<file path="config.mk">
export PLATFORM = sky130hd
export DESIGN_NAME = regbank_wr_ctrl
export DESIGN_NICKNAME = d
export VERILOG_FILES = /design/src/rtl/regbank_wr_ctrl_pkg.sv /design/src/rtl/regbank_wr_ctrl_rr_arbiter.sv /design/src/rtl/regbank_wr_ctrl.sv
export SDC_FILE = /design/constraint.sdc
export NUM_CORES = 1
export LEC_CHECK = 0
export CAP_MARGIN = 0
export CORE_ASPECT_RATIO = 0.7
export CORE_UTILIZATION = 28
export CTS_BUF_LIST = sky130_fd_sc_hd__clkbuf_16
export DETAILED_ROUTE_END_ITERATION = 7
export GPL_TIMING_DRIVEN = 0
export PLACE_DENSITY = 0.66
export SYNTH_ARGS = -nofsm -noshare
export SYNTH_HDL_FRONTEND = slang
export SYNTH_HIERARCHICAL = 1
export SYNTH_SLANG_ARGS = --single-unit
</file>
<file path="constraint.sdc">
create_clock -name clk -period 4.4 [get_ports clk]
set_input_delay 0.88 -clock clk [delete_from_list [all_inputs] [get_ports clk]]
set_output_delay 0.88 -clock clk [all_outputs]
set_load 0.005 [all_outputs]
</file>
<file path="src/rtl/regbank_wr_ctrl_pkg.sv">
//==============================================================================
// Module  : regbank_pkg
// Brief   : Shared sizes and FSM encoding for the register-bank write controller.
// Revision: 1.0
//==============================================================================
`default_nettype none

package regbank_pkg;

    localparam int AW   = 5;
    localparam int DW   = 32;
    localparam int NREG = 32;

    typedef enum logic [0:0] {
        ST_ARB   = 1'b0,
        ST_CLEAR = 1'b1
    } state_e;

    function automatic int idx_width(input int n);
        return (n > 1) ? $clog2(n) : 1;
    endfunction

endpackage

`default_nettype wire

</file>
<file path="src/rtl/regbank_wr_ctrl_rr_arbiter.sv">
//==============================================================================
// Module  : rr_arbiter
// Brief   : Combinational round-robin grant; search starts at ptr_i.
// Revision: 1.0
//==============================================================================
`default_nettype none

module rr_arbiter
    import regbank_pkg::*;
#(
    parameter int NREQ = 4,
    parameter int PW   = idx_width(NREQ)
) (
    input  logic [NREQ-1:0] req_i,
    input  logic [PW-1:0]   ptr_i,
    output logic [NREQ-1:0] grant_o
);

    logic [PW:0]   sum;
    logic [PW-1:0] idx;
    logic          found;

    always_comb begin
        grant_o = '0;
        found   = 1'b0;
        sum     = '0;
        idx     = '0;
        for (int k = 0; k < NREQ; k++) begin
            // Wrap ptr+k into 0..NREQ-1 without relying on power-of-two NREQ.
            sum = {1'b0, ptr_i} + (PW+1)'(k);
            if (sum >= (PW+1)'(NREQ)) begin
                sum = sum - (PW+1)'(NREQ);
            end
            idx = sum[PW-1:0];
            if (!found && req_i[idx]) begin
                grant_o[idx] = 1'b1;
                found        = 1'b1;
            end
        end
    end

endmodule

`default_nettype wire

</file>
<file path="src/rtl/regbank_wr_ctrl.sv">
//==============================================================================
// Module  : regbank_wr_ctrl
// Brief   : Round-robin write arbiter for a register bank with a zero-fill
//           sequence. Option macro: REGBANK_WR_CTRL_R0_PROTECT_EN (register 0
//           read-only: writes to it are accepted and dropped, clear skips it).
// Revision: 1.0
//==============================================================================
`default_nettype none

module regbank_wr_ctrl
    import regbank_pkg::*;
#(
    parameter int NREQ = 4,
    parameter int AW   = regbank_pkg::AW,
    parameter int DW   = regbank_pkg::DW
) (
    input  logic              clk,
    input  logic              reset,
    input  logic [NREQ-1:0]   req_valid,
    input  logic [NREQ*AW-1:0] req_addr,
    input  logic [NREQ*DW-1:0] req_data,
    output logic [NREQ-1:0]   req_ready,
    input  logic              clr_start,
    output logic              clr_busy,
    output logic              write,
    output logic [AW-1:0]     dr,
    output logic [DW-1:0]     wrdata
);

    localparam int PW = idx_width(NREQ);

`ifdef REGBANK_WR_CTRL_R0_PROTECT_EN
    localparam logic          c_r0_protect = 1'b1;
    localparam logic [AW-1:0] c_clr_first  = AW'(1);
`else
    localparam logic          c_r0_protect = 1'b0;
    localparam logic [AW-1:0] c_clr_first  = '0;
`endif
    localparam logic [AW-1:0] c_clr_last   = AW'(NREG - 1);

    state_e          state_q;
    logic [PW-1:0]   ptr_q;
    logic [PW-1:0]   ptr_d;
    logic            write_q;
    logic [AW-1:0]   dr_q;
    logic [DW-1:0]   wrdata_q;
    logic            busy_q;

    logic [NREQ-1:0] grant;
    logic            arb_en;
    logic            xfer;
    logic            wr_ok;
    logic [PW-1:0]   gidx;
    logic [AW-1:0]   sel_addr;
    logic [DW-1:0]   sel_data;

    rr_arbiter #(
        .NREQ (NREQ),
        .PW   (PW)
    ) u_rr_arbiter (
        .req_i   (req_valid),
        .ptr_i   (ptr_q),
        .grant_o (grant)
    );

    // A pending clear wins over any requester in the same cycle.
    assign arb_en    = reset && (state_q == ST_ARB) && !clr_start;
    assign req_ready = arb_en ? grant : '0;
    assign xfer      = |(req_valid & req_ready);

    always_comb begin
        gidx     = '0;
        sel_addr = '0;
        sel_data = '0;
        for (int i = 0; i < NREQ; i++) begin
            if (grant[i]) begin
                gidx     = PW'(i);
                sel_addr = req_addr[i*AW +: AW];
                sel_data = req_data[i*DW +: DW];
            end
        end
    end

    assign ptr_d = (gidx == PW'(NREQ - 1)) ? '0 : gidx + 1'b1;
    assign wr_ok = xfer && !(c_r0_protect && (sel_addr == '0));

    // dr_q doubles as the clear step counter while in ST_CLEAR.
    always_ff @(posedge clk) begin
        if (!reset) begin
            state_q  <= ST_ARB;
            ptr_q    <= '0;
            write_q  <= 1'b0;
            dr_q     <= '0;
            wrdata_q <= '0;
            busy_q   <= 1'b0;
        end else begin
            case (state_q)
                ST_ARB: begin
                    if (clr_start) begin
                        state_q  <= ST_CLEAR;
                        busy_q   <= 1'b1;
                        write_q  <= 1'b1;
                        dr_q     <= c_clr_first;
                        wrdata_q <= '0;
                    end else begin
                        write_q <= wr_ok;
                        if (wr_ok) begin
                            dr_q     <= sel_addr;
                            wrdata_q <= sel_data;
                        end
                        if (xfer) begin
                            ptr_q <= ptr_d;
                        end
                    end
                end
                ST_CLEAR: begin
                    if (dr_q == c_clr_last) begin
                        state_q <= ST_ARB;
                        busy_q  <= 1'b0;
                        write_q <= 1'b0;
                    end else begin
                        dr_q    <= dr_q + 1'b1;
                        write_q <= 1'b1;
                    end
                end
                default: begin
                    state_q <= ST_ARB;
                    write_q <= 1'b0;
                    busy_q  <= 1'b0;
                end
            endcase
        end
    end

    assign write    = write_q;
    assign dr       = dr_q;
    assign wrdata   = wrdata_q;
    assign clr_busy = busy_q;

endmodule

`default_nettype wire

</file>
# Yosys cells after proc, flatten, opt, wreduce, memory -nomap -nowiden
# Cells that the tools add are included.
[word_totals]
output_inout_bits = 43
word_cells = 112
inputBits = 155
ramBits = 0
latchBits = 0
memories = 0
mem_bits_ro = 0
ff_bits = 42
[op_classes]
n_eq_ne = 6
n_mux = 54
n_bitwise = 6
shift = 0
add_sub_neg = 9
mul = 0
order_cmp = 12
n_div = 0
reduce_logical = 19
[op_table]
columns = ["cell", "n"]
rows = [
  ["two-way mux 32 bit", 6],
  ["two-way mux 5 bit", 7],
  ["two-way mux 4 bit", 5],
  ["two-way mux 1 bit", 17],
  ["two-way mux 2 bit", 7],
  ["less-than comparator 2 x 3 -> 1 bit (second input constant)", 4],
  ["bitwise OR 4 bit", 3],
  ["case mux 5 bit (2 select lines)", 1],
  [">= comparator 3 bit (second input constant)", 3],
  ["logical AND 1 bit", 9],
  ["binary-select mux 1 bit (select 2 bit)", 4],
  ["demux 1 bit (select 2 bit)", 4],
  [">= comparator 2 x 1 -> 1 bit (second input constant)", 4],
  ["subtractor 2 x 1 -> 2 bit (second input constant)", 4],
  ["adder 2 x 2 -> 3 bit (second input constant)", 2],
  ["case mux 1 bit (2 select lines)", 3],
  ["AND reduction 2 bit", 3],
  ["adder 5 x 1 -> 5 bit (second input constant)", 1],
  ["== test 5 bit (second input constant)", 1],
  ["AND 4 bit", 1],
  ["zero test 1 bit", 4],
  ["!= test 2 bit (second input constant)", 2],
  ["OR reduction 4 bit", 1],
  ["adder 2 x 1 -> 3 bit (second input constant)", 1],
  ["other kinds (8)", 9],
]

# Depth between registers and ports, before layout
[depth]
word_depth = 21
ltp_mapped = 13

# By module
# The synthesis kept the hierarchy.
[modules_own_cells]
columns = ["module", "instances", "area_per_inst_um2", "seq_area_each_um2", "cells_each"]
rows = [
  ["regbank_wr_ctrl", 1, 2543.7, 840.8, 310],
  ["rr_arbiter", 1, 302.8, 0.0, 30],
]

# Worst setup path after synthesis
# OpenSTA, ideal clock, no wires.
[synth_timing]
kind = "in2out"
startpoint = "in req_valid[3]"
endpoint = "out req_ready[3]"
setup_slack_ns = 0.693
stages = 6
n_path_buf = 2
t_required_ns = 3.520
arrival_ns = 2.827
cell_sequence = "mux4_2 > nor4b_4 > a221o_1 > clkbuf_1 > clkbuf_1 > and3_1"
[synth_between]
elab_chain_len = 13
[synth_lines]
columns = ["element", "line_no", "text"]
rows = [
  ["start, declared", "regbank_wr_ctrl.sv:19", "input logic [NREQ-1:0] req_valid,"],
  ["binary-select mux 1 bit (select 2 bit)", "regbank_wr_ctrl_rr_arbiter.sv:35", "if (!found && req_i[idx]) begin"],
  ["two-way mux 1 bit (implied by the code)", "regbank_wr_ctrl_rr_arbiter.sv:35", ""],
  ["two-way mux 1 bit", "regbank_wr_ctrl_rr_arbiter.sv:35", ""],
  ["zero test 1 bit", "regbank_wr_ctrl_rr_arbiter.sv:35", ""],
  ["logical AND 1 bit", "regbank_wr_ctrl_rr_arbiter.sv:35", ""],
  ["two-way mux 1 bit", "regbank_wr_ctrl_rr_arbiter.sv:35", ""],
  ["zero test 1 bit", "regbank_wr_ctrl_rr_arbiter.sv:35", ""],
  ["logical AND 1 bit", "regbank_wr_ctrl_rr_arbiter.sv:35", ""],
  ["two-way mux 1 bit", "regbank_wr_ctrl_rr_arbiter.sv:35", ""],
  ["zero test 1 bit", "regbank_wr_ctrl_rr_arbiter.sv:35", ""],
  ["logical AND 1 bit", "regbank_wr_ctrl_rr_arbiter.sv:35", ""],
  ["two-way mux 4 bit (*)", "regbank_wr_ctrl_rr_arbiter.sv:35", ""],
  ["named net grant[3]", "regbank_wr_ctrl.sv:49", "logic [NREQ-1:0] grant;"],
  ["two-way mux 4 bit (*)", "regbank_wr_ctrl.sv:68", "assign req_ready = arb_en ? grant : '0;"],
  ["end, declared", "regbank_wr_ctrl.sv:22", "output logic [NREQ-1:0] req_ready,"],
]
# The timed path passes the listed nets; every way through them passes the cells marked *. The select of a mux whose other input is x is not followed.

# Worst setup path in the final report
[layout_timing]
startpoint = "in req_valid[0]"
endpoint = "out req_ready[1]"
# The elaborated chain is that of the path after synthesis.

==> out/results.ini <==
[synth]
synth-seq-cells=42
synth_area_mm2=0.00285
synth_area_per_cell_um2=8.37
synth-xor-area-share_pct=0.308
synth_top_family_by_area=compound AO/OA/AOI/OAI gates
synth-compound-area-share_pct=39.1
synth-seq-area-share_pct=29.5
synth_fp_nets=503
synth_fa_ha_area_share_pct=3.52
synth-simple-area-share_pct=16.8
yosysWarnings=6
yosysUniqueCellTypes=39
synth_mux_area_share_pct=4.40
netlist_instances=340

[hold_path]
hold_class=flip-flop to flip-flop
holdPathStages=1

[die]
die-area_mm2=0.0106
rows=30
core_area_mm2=0.00980
die_x_um=123
start_util_pct=29.1
ios=198
die_y_um=86.4

[finish]
layout_commonest_cell=clkdlybuf4s50_1
drive_gt1_share_pct=6.22
seqCellArea_um2=841
fin_cells=675
nets=710
final_cell_mix=clkdlybuf4s50_1 (192), nand2_1 (42), dfxtp_1 (42), nor2_1 (36), a22o_1 (36)
nFillCells=924
diodes=0
multi_input_area_mm2=0.00183
syn_to_final_growth_pct=81.5

[route]
routed-via-count=3605
drc=0
firstDrtPassIters=5
antenna_left=0
avgViaCountPerCell=5.34
avgRoutedWirePerCell_um=17.5
drtIter0Drc=183
wirelength_um=11800

[cts]
clkSinkCount=42
root_buffer=clkbuf_16
htreeDepth=2
cts_buffers=5
cts_tree=yes
insertion_delay_ns=0.28
clockBufferDepth=2
clk_pin_slew_ns=0.06

[critical_path]
cp.arrival_ns=3.42
worstPathRequired_ns=3.52
path_buf_inv=4
start_kind=input pin
worstRegToRegCells=12
crit_chain=clkdlybuf4s50_1 > mux4_2 > nor4b_4 > buf_4 > a221o_1 > buf_6 > and3_1 > clkdlybuf4s50_1
critical-path-top-delay-family=buffers and inverters
end_kind=primary output
crit_path_max_fanout=16
cpMostUsedCell=clkdlybuf4s50_1
crit_slowest_cell=mux4_2
max_stage_delay_ns=0.54
crit_cells=8
critical_path_class=input pin to primary output

[sta]
timing.final.max_slew_violations=0
fmax_mhz=232
fin_crit_sh_pct=97.8
final.min_clock_period_ns=4.30
worst_pin_slew_ns=0.725
hold_violations=0
setup_tns_ns=0
clock_skew_ns=0.00290
slew_headroom_pct=51.7
setup_ws_ns=0.0963
setup_viol=0

[grt]
grt_usage_pct=21.4
grt_pass1_vias=3507
grt_pass1_wl_um=17600
grt_max_degree=17
gr-total-overflow=0
antenna_found_initial=0

[pwr]
p_per_area_mw_per_mm2=258
power.leakage_nw=1.91
ir_worst_vdd_uv=217

[placement]
portBuffers=196
dp.cells=664
dp_slack_ns=-0.897
dpl.hpwl_um=9270
routabilityCongestion=0.816

[flow_run]
drv_cap=0

[run_status]
status=completed

-- cells in the mapped netlist, drive strengths merged --
cell	number	area [um^2]
nor2	36	135
o31a	1	8.76
and3b	1	8.76
nand2	42	158
mux2	1	11.3
and3	5	31.3
and2	1	6.26
mux2i	2	20.0
nand3	2	10.0
o311ai	1	8.76
inv	4	15.0
dfxtp	42	841
nand4b	1	8.76
o311a	4	40.0
nor2b	6	37.5
a211o	1	8.76
clkbuf	25	93.8
o221ai	3	26.3
o211a	1	10.0
a22o	36	315
nor4bb	3	30.0
nor4b	1	23.8
o31ai	31	233
a21oi	11	55.1
a211oi	1	7.51
xor2	1	8.76
nor3	2	10.0
a221o	4	40.0
mux4	4	93.8
buf	11	67.6
ha	8	100
clkinv	1	3.75
nor3b	1	12.5
o21ai	8	40.0
a221oi	34	298
o21a	3	22.5
nand2b	1	6.26
-- area by class of cell --
type	count	share of cell area [%]
multi-input cells	257	35.4
clock inverters	2	0.194
inverters	5	0.363
plain buffers	34	3.56
repair buffers	202	38.7
flip-flops and latches	42	16.3
well taps	128	3.10
clock buffers	5	2.42
-- where the power goes --
group | total (mW) | switching [mW] | internal (mW)
combinational | 0.566 | 0.253 | 0.312
sequential | 0.422 | 0.0180 | 0.404
clock | 0.344 | 0.140 | 0.205
total | 1.33 | 0.411 | 0.921
-- flip-flops by register name, indices dropped and copies added (netlist names) --
register	flops
clr_busy	1
dr	5
ptr_q	2
state_q	1
wrdata	32
write	1
-- per-stage QoR --
| stage | total power, mW | area, um^2 | hold slack (ns) | utilization, % |
|---|---|---|---|---|
| after floorplan | 0.706 | 2850 | 0.474 | - |
| after global placement | 0.977 | 4970 | 0.460 | 50.7 |
| after detailed placement | 0.983 | 4970 | 0.463 | 50.7 |
| after CTS | 1.34 | 5150 | 0.480 | 52.6 |
| after global routing | 1.41 | 5170 | 0.496 | 52.7 |
| final | 1.33 | 5170 | 0.474 | 52.7 |
-- per-layer routing --
metal  track usage (%)  vias to the layer above  share of wire [%]
met2              37.4                      167                 47
met4              3.88                        0                1.6
met5                 0                        -                  0
li1                  -                     1741                  -
met3              5.20                       16                8.6
met1              26.9                     1681                 43
-- cell families (layout without fill, tap and decap cells) --
kind of cell    Yosys count  in the layout
compound gates          139            139
xor+xnor                  1              1
fa+ha+maj                 8              8
buf+inv                  41            248
flops                    42             42
mux                       7              7
simple gates            102            102
-- path summary, 6_finish.rpt --
kind / end / startpoint / slack (ns)
max: req_ready[1] / req_valid[0] / 0.1
min: wrdata[31] / wrdata[31] / 0.47
max reg2reg: wrdata[14] / ptr_q[0] / 0.82
min reg2reg: wrdata[31] / wrdata[31] / 0.47
-- repair_timing --
item,4_1_cts,5_1_grt
setup endpoints to repair,3,2
hold buffers,0,0
setup buffers,4,2
resized for setup,14,1
pin swaps,2,1
gates cloned,0,0
Power figures use the tool's default switching activity.
